[config.mk]
export PLATFORM = sky130hd
export DESIGN_NAME = layer_sequencer
export DESIGN_NICKNAME = d
export VERILOG_FILES = /design/src/rtl/nn_pkg.sv /design/src/rtl/mac_accumulator.sv /design/src/rtl/layer_sequencer.sv
export SDC_FILE = /design/constraint.sdc
export NUM_CORES = 1
export LEC_CHECK = 0
export ABC_AREA = 1
export BUFFER_PORTS_ARGS = -buffer_cell sky130_fd_sc_hd__buf_4
export CAP_MARGIN = 20
export CORE_ASPECT_RATIO = 1.2
export CORE_MARGIN = 2
export CORE_UTILIZATION = 64
export CTS_BUF_LIST = sky130_fd_sc_hd__clkbuf_4
export CTS_CLUSTER_DIAMETER = 100
export DETAILED_ROUTE_END_ITERATION = 10
export GPL_ROUTABILITY_DRIVEN = 0
export GPL_TIMING_DRIVEN = 1
export PLACE_DENSITY = 0.95
export RECOVER_POWER = 50
export SYNTH_ARGS = -nofsm -noshare
export SYNTH_HDL_FRONTEND = slang
export SYNTH_HIERARCHICAL = 1
export SYNTH_SLANG_ARGS = --single-unit
[constraint.sdc]
create_clock -name clk -period 8.02 [get_ports clk]
set_input_delay 0 -clock clk [delete_from_list [all_inputs] [get_ports clk]]
set_output_delay 0 -clock clk [all_outputs]
set_load 0.01 [all_outputs]
[src/rtl/nn_pkg.sv]
// Shared definitions for the serial neural-layer datapath: data width,
// saturation bounds, sequencer state encoding and the saturate helper.
package nn_pkg;

  localparam int RESOLUTION = 8;
  localparam int MAX_8      = 127;
  localparam int MIN_8      = -128;

  // Widest accumulator the saturate helper accepts; callers sign-extend into it.
  localparam int SAT_W = 64;

  typedef enum logic [2:0] {
    S_IDLE,
    S_MAC,
    S_DRAIN,
    S_WRITE,
    S_DONE
  } state_t;

  function automatic logic signed [RESOLUTION-1:0] saturate(input logic signed [SAT_W-1:0] z);
    if (z > SAT_W'(MAX_8)) begin
      return RESOLUTION'(MAX_8);
    end else if (z < SAT_W'(MIN_8)) begin
      return RESOLUTION'(MIN_8);
    end else begin
      return z[RESOLUTION-1:0];
    end
  endfunction

endpackage

[src/rtl/mac_accumulator.sv]
// Serial signed multiply-accumulate with bias add and saturated 8-bit result.
// The accumulator is wide enough that NUM_INPUTS full-scale products never overflow.
module mac_accumulator
  import nn_pkg::*;
#(
  parameter int  RESOLUTION = 8,
  parameter int  NUM_INPUTS = 784,
  localparam int ACC_W      = 2 * RESOLUTION + $clog2(NUM_INPUTS) + 1
) (
  input  logic                         clk,
  input  logic                         reset,
  input  logic                         clear,
  input  logic                         enable,
  input  logic signed [RESOLUTION-1:0] a,
  input  logic signed [RESOLUTION-1:0] b,
  input  logic signed [RESOLUTION-1:0] bias,
  output logic signed [RESOLUTION-1:0] result
);

  logic signed [2*RESOLUTION-1:0] prod;
  logic signed [ACC_W-1:0]        acc;
  logic signed [ACC_W-1:0]        acc_next;
  logic signed [ACC_W-1:0]        total;

  assign prod     = (2*RESOLUTION)'(a) * (2*RESOLUTION)'(b);
  assign acc_next = acc + ACC_W'(prod);

  // The result folds in the product currently on the bus, so it is only
  // meaningful in the drain cycle when that product is the neuron's last.
  assign total  = acc_next + ACC_W'(bias);
  assign result = saturate(SAT_W'(total));

  // NOTE: sequential state is written with non-blocking assignments only, so
  // every flop samples the pre-edge values regardless of block ordering.
  always_ff @(posedge clk) begin
    if (reset) begin
      acc <= '0;
    end else if (clear) begin
      acc <= '0;
    end else if (enable) begin
      acc <= acc_next;
    end
  end

endmodule

[src/rtl/layer_sequencer.sv]
// Runs one fully-connected layer through a single shared MAC: one neuron at a
// time, one input per cycle, against one-cycle-latency external memories.
module layer_sequencer
  import nn_pkg::*;
#(
  parameter int  NUM_INPUTS  = 784,
  parameter int  NUM_NEURONS = 16,
  parameter int  RESOLUTION  = 8,
  localparam int IW = (NUM_INPUTS > 1) ? $clog2(NUM_INPUTS) : 1,
  localparam int WW = (NUM_INPUTS * NUM_NEURONS > 1) ? $clog2(NUM_INPUTS * NUM_NEURONS) : 1,
  localparam int NW = (NUM_NEURONS > 1) ? $clog2(NUM_NEURONS) : 1
) (
  input  logic                         clk,
  input  logic                         reset,
  input  logic                         start,
  output logic                         busy,
  output logic                         done,
  output logic [IW-1:0]                in_addr,
  input  logic signed [RESOLUTION-1:0] in_data,
  output logic [WW-1:0]                w_addr,
  input  logic signed [RESOLUTION-1:0] w_data,
  output logic [NW-1:0]                b_addr,
  input  logic signed [RESOLUTION-1:0] b_data,
  output logic                         out_valid,
  output logic [NW-1:0]                out_index,
  output logic signed [RESOLUTION-1:0] out_data
);

  state_t                         state;
  state_t                         next_state;
  logic [IW-1:0]                  in_idx;
  logic [WW-1:0]                  w_idx;
  logic [NW-1:0]                  nrn;
  logic                           prod_valid;
  logic                           acc_clear;
  logic                           last_input;
  logic                           last_neuron;
  logic signed [RESOLUTION-1:0]   mac_result;

  assign last_input  = (in_idx == IW'(NUM_INPUTS - 1));
  assign last_neuron = (nrn == NW'(NUM_NEURONS - 1));

  assign in_addr = in_idx;
  assign w_addr  = w_idx;
  assign b_addr  = nrn;
  assign busy    = (state != S_IDLE);
  assign done    = (state == S_DONE);

  always_ff @(posedge clk) begin
    if (reset) begin
      state <= S_IDLE;
    end else begin
      state <= next_state;
    end
  end

  // NOTE: every always_comb output gets a default before the case, so no path
  // leaves a signal unassigned and no latch is inferred.
  always_comb begin
    next_state = state;
    acc_clear  = 1'b0;
    case (state)
      S_IDLE: begin
        if (start) begin
          next_state = S_MAC;
          acc_clear  = 1'b1;
        end
      end
      S_MAC: begin
        if (last_input) begin
          next_state = S_DRAIN;
        end
      end
      S_DRAIN: next_state = S_WRITE;
      S_WRITE: begin
        if (last_neuron) begin
          next_state = S_DONE;
        end else begin
          next_state = S_MAC;
          acc_clear  = 1'b1;
        end
      end
      S_DONE:  next_state = S_IDLE;
      default: next_state = S_IDLE;
    endcase
  end

  // Weight addresses are contiguous across neurons (neuron*N + i), so a single
  // running counter replaces the multiply.
  always_ff @(posedge clk) begin
    if (reset) begin
      in_idx     <= '0;
      w_idx      <= '0;
      nrn        <= '0;
      prod_valid <= 1'b0;
      out_valid  <= 1'b0;
      out_index  <= '0;
      out_data   <= '0;
    end else begin
      // Memory data lags its address by one cycle, so products trail MAC by one.
      prod_valid <= (state == S_MAC);
      out_valid  <= (state == S_DRAIN);
      case (state)
        S_IDLE: begin
          if (start) begin
            in_idx <= '0;
            w_idx  <= '0;
            nrn    <= '0;
          end
        end
        S_MAC: begin
          if (!last_input) begin
            in_idx <= in_idx + IW'(1);
            w_idx  <= w_idx + WW'(1);
          end
        end
        S_DRAIN: begin
          out_index <= nrn;
          out_data  <= mac_result;
        end
        S_WRITE: begin
          if (!last_neuron) begin
            nrn    <= nrn + NW'(1);
            in_idx <= '0;
            w_idx  <= w_idx + WW'(1);
          end
        end
        default: ;
      endcase
    end
  end

  mac_accumulator #(
    .RESOLUTION (RESOLUTION),
    .NUM_INPUTS (NUM_INPUTS)
  ) u_mac (
    .clk    (clk),
    .reset  (reset),
    .clear  (acc_clear),
    .enable (prod_valid),
    .a      (in_data),
    .b      (w_data),
    .bias   (b_data),
    .result (mac_result)
  );

endmodule

# Word level (Yosys, flattened, before mapping)
# Index checks and enable logic that the tools add are counted.
[totals]
ff_bits = 72
word_cells = 55
inputBits = 27
output_inout_bits = 43
[op_classes]
n_lt_le_gt_ge = 2
n_addsub = 5
n_reduce_logical = 8
n_mux = 20
eq_ne = 10
mul = 1
[ops]
columns = ["operator", "n"]
rows = [
  ["14-bit two-way mux", 3],
  ["14-bit case mux with 3 select lines", 1],
  ["10-bit two-way mux", 3],
  ["10-bit case mux with 3 select lines", 1],
  ["27-bit by 16-bit adder with 27-bit output", 1],
  ["27-bit by 8-bit adder with 27-bit output", 1],
  ["27-bit by 8-bit greater-than comparator with 1-bit output, second input constant", 1],
  ["27-bit by 8-bit < comparator with 1-bit output, second input constant", 1],
  ["8-bit by 8-bit multiplier with 16-bit output", 1],
  ["8-bit two-way mux", 2],
  ["14-bit by 1-bit adder with 14-bit output, second input constant", 1],
  ["3-bit case mux with 4 select lines", 1],
  ["10-bit by 1-bit adder with 10-bit output, second input constant", 1],
  ["10-bit == test, second input constant", 1],
  ["3-bit two-way mux", 3],
  ["4-bit two-way mux", 2],
  ["2-bit inequality test, second input constant", 4],
  ["4-bit case mux with 2 select lines", 1],
  ["3-bit by 2-bit == test with 1-bit output, second input constant", 2],
  ["3-bit nonzero test", 2],
  ["4-bit by 1-bit adder with 4-bit output, second input constant", 1],
  ["4-bit == test, second input constant", 1],
  ["4-bit AND reduction", 1],
  ["3-bit by 1-bit == test with 1-bit output, second input constant", 1],
  ["other kinds (8)", 9],
]

# Longest topological paths before layout
[logic_depth]
depth_word = 6
depth_mapped = 41
mapped_depth_nobuf = 40

# By module
# The synthesis kept the hierarchy.
[modules_own_cells]
columns = ["module", "cells_each", "area_per_inst_um2", "instances"]
rows = [
  ["mac_accumulator", 1088, 7793.7, 1],
  ["layer_sequencer", 342, 2403.6, 1],
]

# Worst setup path before layout
# OpenSTA, ideal clock, no wires.
[synth_path]
path_kind = "input-to-reg"
start = "in in_data[7]"
end = "reg out_data[2]"
path_stages = 38
n_path_buf = 1
required_time_ns = 7.950
setup_ns = 0.070
arrival_ns = 6.489
path_slack_ns = 1.461
path_cell_list = "clkbuf_1 > nand2_1 > inv_1 > fa_1 > fa_1 > fa_1 > inv_1 > fa_1 > inv_1 > ha_1 > ha_1 > a21oi_1 > o21ai_0 > a21oi_1 > o21ai_1 > a21oi_1 > o21ai_2 > nand2_1 > [2 not listed] > nand2_1 > ha_1 > nand2_1 > nor2_1 > nand2_1 > nor2_1 > nand2_1 > nand4_1 > nand2_1 > nor2_1 > nand4_1 > nor2_1 > nand4_1 > nand2_2 > nand2_1 > nand2_1 > o21ai_0 > a21oi_1"
[synth_between]
elab_chain_len = 6
[synth_rtl]
columns = ["item", "line", "rtl"]
rows = [
  ["start: declaration", "layer_sequencer.sv:19", "input logic signed [RESOLUTION-1:0] in_data,"],
  ["8-bit by 8-bit multiplier with 16-bit output (*)", "mac_accumulator.sv:25", "assign prod = (2*RESOLUTION)'(a) * (2*RESOLUTION)'(b);"],
  ["27-bit by 16-bit adder with 27-bit output (*)", "mac_accumulator.sv:26", "assign acc_next = acc + ACC_W'(prod);"],
  ["named net u_mac.acc_next[21]", "mac_accumulator.sv:22", "logic signed [ACC_W-1:0] acc_next;"],
  ["27-bit by 8-bit adder with 27-bit output (*)", "mac_accumulator.sv:30", "assign total = acc_next + ACC_W'(bias);"],
  ["27-bit by 8-bit < comparator with 1-bit output", "nn_pkg.sv:23", "end else if (z < SAT_W'(MIN_8)) begin"],
  ["8-bit two-way mux", "nn_pkg.sv:23", ""],
  ["8-bit two-way mux (*)", "nn_pkg.sv:21", "if (z > SAT_W'(MAX_8)) begin"],
  ["named net mac_result[2]", "layer_sequencer.sv:38", "logic signed [RESOLUTION-1:0] mac_result;"],
  ["end signal: assignment", "layer_sequencer.sv:119", "out_data <= mac_result;"],
  ["end: declaration", "layer_sequencer.sv:26", "output logic signed [RESOLUTION-1:0] out_data"],
]
# The timed path passes the listed nets; every way through them passes the cells marked *.
# A chain may end at the register's enable or synchronous reset.

# Worst setup path in the final report
[layout_path]
start = "in w_data[2]"
end = "reg out_data[2]"
[layout_between]
elab_chain_len = 6
[layout_rtl]
columns = ["item", "line", "rtl"]
rows = [
  ["start: declaration", "layer_sequencer.sv:21", "input logic signed [RESOLUTION-1:0] w_data,"],
  ["8-bit by 8-bit multiplier with 16-bit output (*)", "mac_accumulator.sv:25", ""],
  ["27-bit by 16-bit adder with 27-bit output (*)", "mac_accumulator.sv:26", ""],
  ["named net u_mac.acc_next[20]", "mac_accumulator.sv:22", ""],
  ["27-bit by 8-bit adder with 27-bit output (*)", "mac_accumulator.sv:30", ""],
  ["27-bit by 8-bit < comparator with 1-bit output", "nn_pkg.sv:23", ""],
  ["8-bit two-way mux", "nn_pkg.sv:23", ""],
  ["8-bit two-way mux (*)", "nn_pkg.sv:21", ""],
  ["named net mac_result[2]", "layer_sequencer.sv:38", ""],
]
# Marks and branches as above.

==> impl_metrics.toml <==
[timing]
finalCriticalPeriod_ns = 7.00
hold_viol = 0
fin_skew_ns = 0.0291
setup_viol = 0
rsz0062_at_grt = "false"
worst_slew_pin_slew_ns = 1.05
timing.final.crit_share_pct = 87.3
fmax_mhz = 143
hold_slack_ns = 0.139
finalSetupTns_ns = 0
maxSlewHeadroom_pct = 29.6
maxSlewViolCount = 0

[finish]
fin_util_pct = 69.4
syn_to_final_growth_pct = 6.02
layout-drive-gt1-share_pct = 6.59
final_nets = 1720
fill_cells = 1143

[floorplanning]
die_x_um = 119
pin_count = 70
dieHeight_um = 142
core_area_um2 = 15600
initial_utilization_pct = 65.5
dieArea_um2 = 17000
std_cell_rows = 50

[setup_path]
cp.arrival_ns = 7.38
cp_top_family = "adder cells"
critPathMaxStageDelay_ns = 0.85
r2r_end = "out_data[2]$_SDFFE_PP0P_"
ff2ff_setup_slack_ns = 1.05
crit_path_max_fanout = 8
worst_setup_path_start_kind = "input port"
reg2reg_depth = 33
r2r_start = "u_mac/acc[6]$_SDFFE_PP0P_"
timing.critical_path.mode_cell = "nand2_1"
critPathKind = "in -> reg"
cp_num_buf_inv = 2
crit_required_ns = 8.40
endpoint_kind = "flip-flop"
crit_slowest_cell = "fa_1"

[hold_path]
min_path_type = "in -> reg"
whs_endpoint = "out_data[0]$_SDFFE_PP0P_"
hold_depth = 6
min_from = "b_data[0]"

[global_routing]
grt-ovfl-total = 0
antenna_found_initial = 1
track_usage_pct = 33.2
grt_pass1_vias = 10111
grt_max_degree = 30
grt_pass1_wl_mm = 45.6

[route]
drt_iter0_drc = 1122
drtPass1Iterations = 6
vias = 9844
viasPerCell = 5.80
wire_per_inst_um = 15.9
ant_nets = 0
drc_errors = 0
wirelength_mm = 27.0

[yosys]
ys_seq_elements = 72
yosysMostFrequentCell = "nand2_1"
synth_nets = 1667
synth_edf_count = 0
synth_common_cells = "337 x nand2_1, 290 x inv_1, 119 x nor2_1"
yosys.area.top_type_share_pct = 23.0
yosysTopAreaCell = "fa_1"
yosysSeqAreaShare_pct = 14.1
synthArstFlopShare_pct = 0
synthTopCellsByArea = "fa_1 23%, dfxtp_1 14%, nand2_1 12%, ha_1 11%, inv_1 11%"
yosysWarnings = 6
synthesis.area_um2 = 10200
synthCells = 1430
synth.avg_cell_area_um2 = 7.13
ys_types = 50
ys.flop_type = "dfxtp_1"

[clocking]
cts-resized-gates = 0
insertion_delay_ns = 0.47
clockRootBuffer = "clkbuf_4"
clkSlewWorstSetupHoldPaths_ns = 0.13
postCtsSetupBuffers = 0
cts.sinks = 72
cts_buffers = 9
cts-hold-fix-buffers = 2
h-tree-depth = 3
cts_max_path_buffers = 2
cts_tree = "built"

[status]
status = "finished clean"

[placed_design]
dp_hpwl_mm = 21.4
io_buffer_count = 69

[run]
drv_cap = 0
## registers in the layout, summed over array words and instances, names as in the netlist
register / count
prod_valid: 1
state: 3
in_addr: 10
out_index: 4
out_data: 8
b_addr: 4
w_addr: 14
out_valid: 1
u_mac/acc: 27
## stage by stage
| step | instance area (um2) | setup slack (ns) | cells |
|---|---|---|---|
| floorplan | 10200 | 1.46 | 1430 |
| global placement | 10800 | 1.04 | 1678 |
| detailed placement | 10800 | 0.696 | 1678 |
| CTS | 11000 | 1.19 | 1696 |
| global route | 10800 | 0.479 | 1697 |
| finish | 10800 | 1.02 | 1697 |
## final cells by class
cell class / instances / area (um2) / area share (%)
Antenna cell: 1 / 2.50 / 0.0231
Clock buffer: 9 / 67.6 / 0.625
Clock inverter: 7 / 78.8 / 0.729
Inverter: 297 / 1120 / 10.3
Multi-Input combinational cell: 1030 / 7450 / 68.9
Sequential cell: 72 / 1440 / 13.3
Tap cell: 208 / 260 / 2.41
Timing Repair Buffer: 73 / 392 / 3.62
## how the worst max path moves through the flow
stage | start | to | cells after the start
global route | w_data[2] | out_data[2]$_SDFFE_PP0P_ | 32
floorplan | in_data[7] | out_data[2]$_SDFFE_PP0P_ | 38
CTS | w_data[2] | out_data[3]$_SDFFE_PP0P_ | 30
finish | w_data[2] | out_data[2]$_SDFFE_PP0P_ | 32
detailed placement | w_data[2] | out_data[3]$_SDFFE_PP0P_ | 30
global placement | w_data[7] | out_data[4]$_SDFFE_PP0P_ | 31
## tightest hold or removal path: cells and delay by family
kind | cells | cell delay, ns
compound gates | 2 | 0.20
fa+ha+maj | 1 | 0.17
buf+inv | 1 | 0.08
simple gates | 2 | 0.12
## layer usage
metal	share of wire, %	track usage [%]	vias to the layer above
li1	-	-	4529
met1	36	36.7	4596
met2	51	59.2	551
met3	7.0	5.37	168
met4	6.2	21.2	0
met5	0	0	-
## layout by cell type (no fill, tap or decap), drive strengths merged, types with 2 or more instances in the layout
cell type / count
fa: 117
nand3b: 9
nor4: 2
o211ai: 3
nand3: 63
o21ai: 64
and3: 2
or2: 4
ha: 93
xor2: 23
a21oi: 83
inv: 296
xnor2: 16
nand4: 29
a21o: 3
nor3: 14
nor2: 129
dlygate4sd3: 2
a31oi: 4
buf: 28
o21bai: 6
a211oi: 4
clkbuf: 52
clkinv: 7
dfxtp: 72
nand2: 358
## cell families (layout without fill, tap and decap cells)
logic type / count (synthesis) / after routing / share of synthesized area [%]
AND/OR/NAND/NOR: 612 / 612 / 26.3
XOR/XNOR: 39 / 39 / 3.42
other: 0 / 1 / 0
AO/OA/AOI/OAI: 169 / 169 / 9.42
adder cells (fa/ha/maj): 210 / 210 / 34.4
flip-flops: 72 / 72 / 14.1
buffers and inverters: 328 / 386 / 12.4
Power is left out: the tool's default activity adds up to more than one toggle a clock period on the data nets, which glitch-free logic cannot reach.
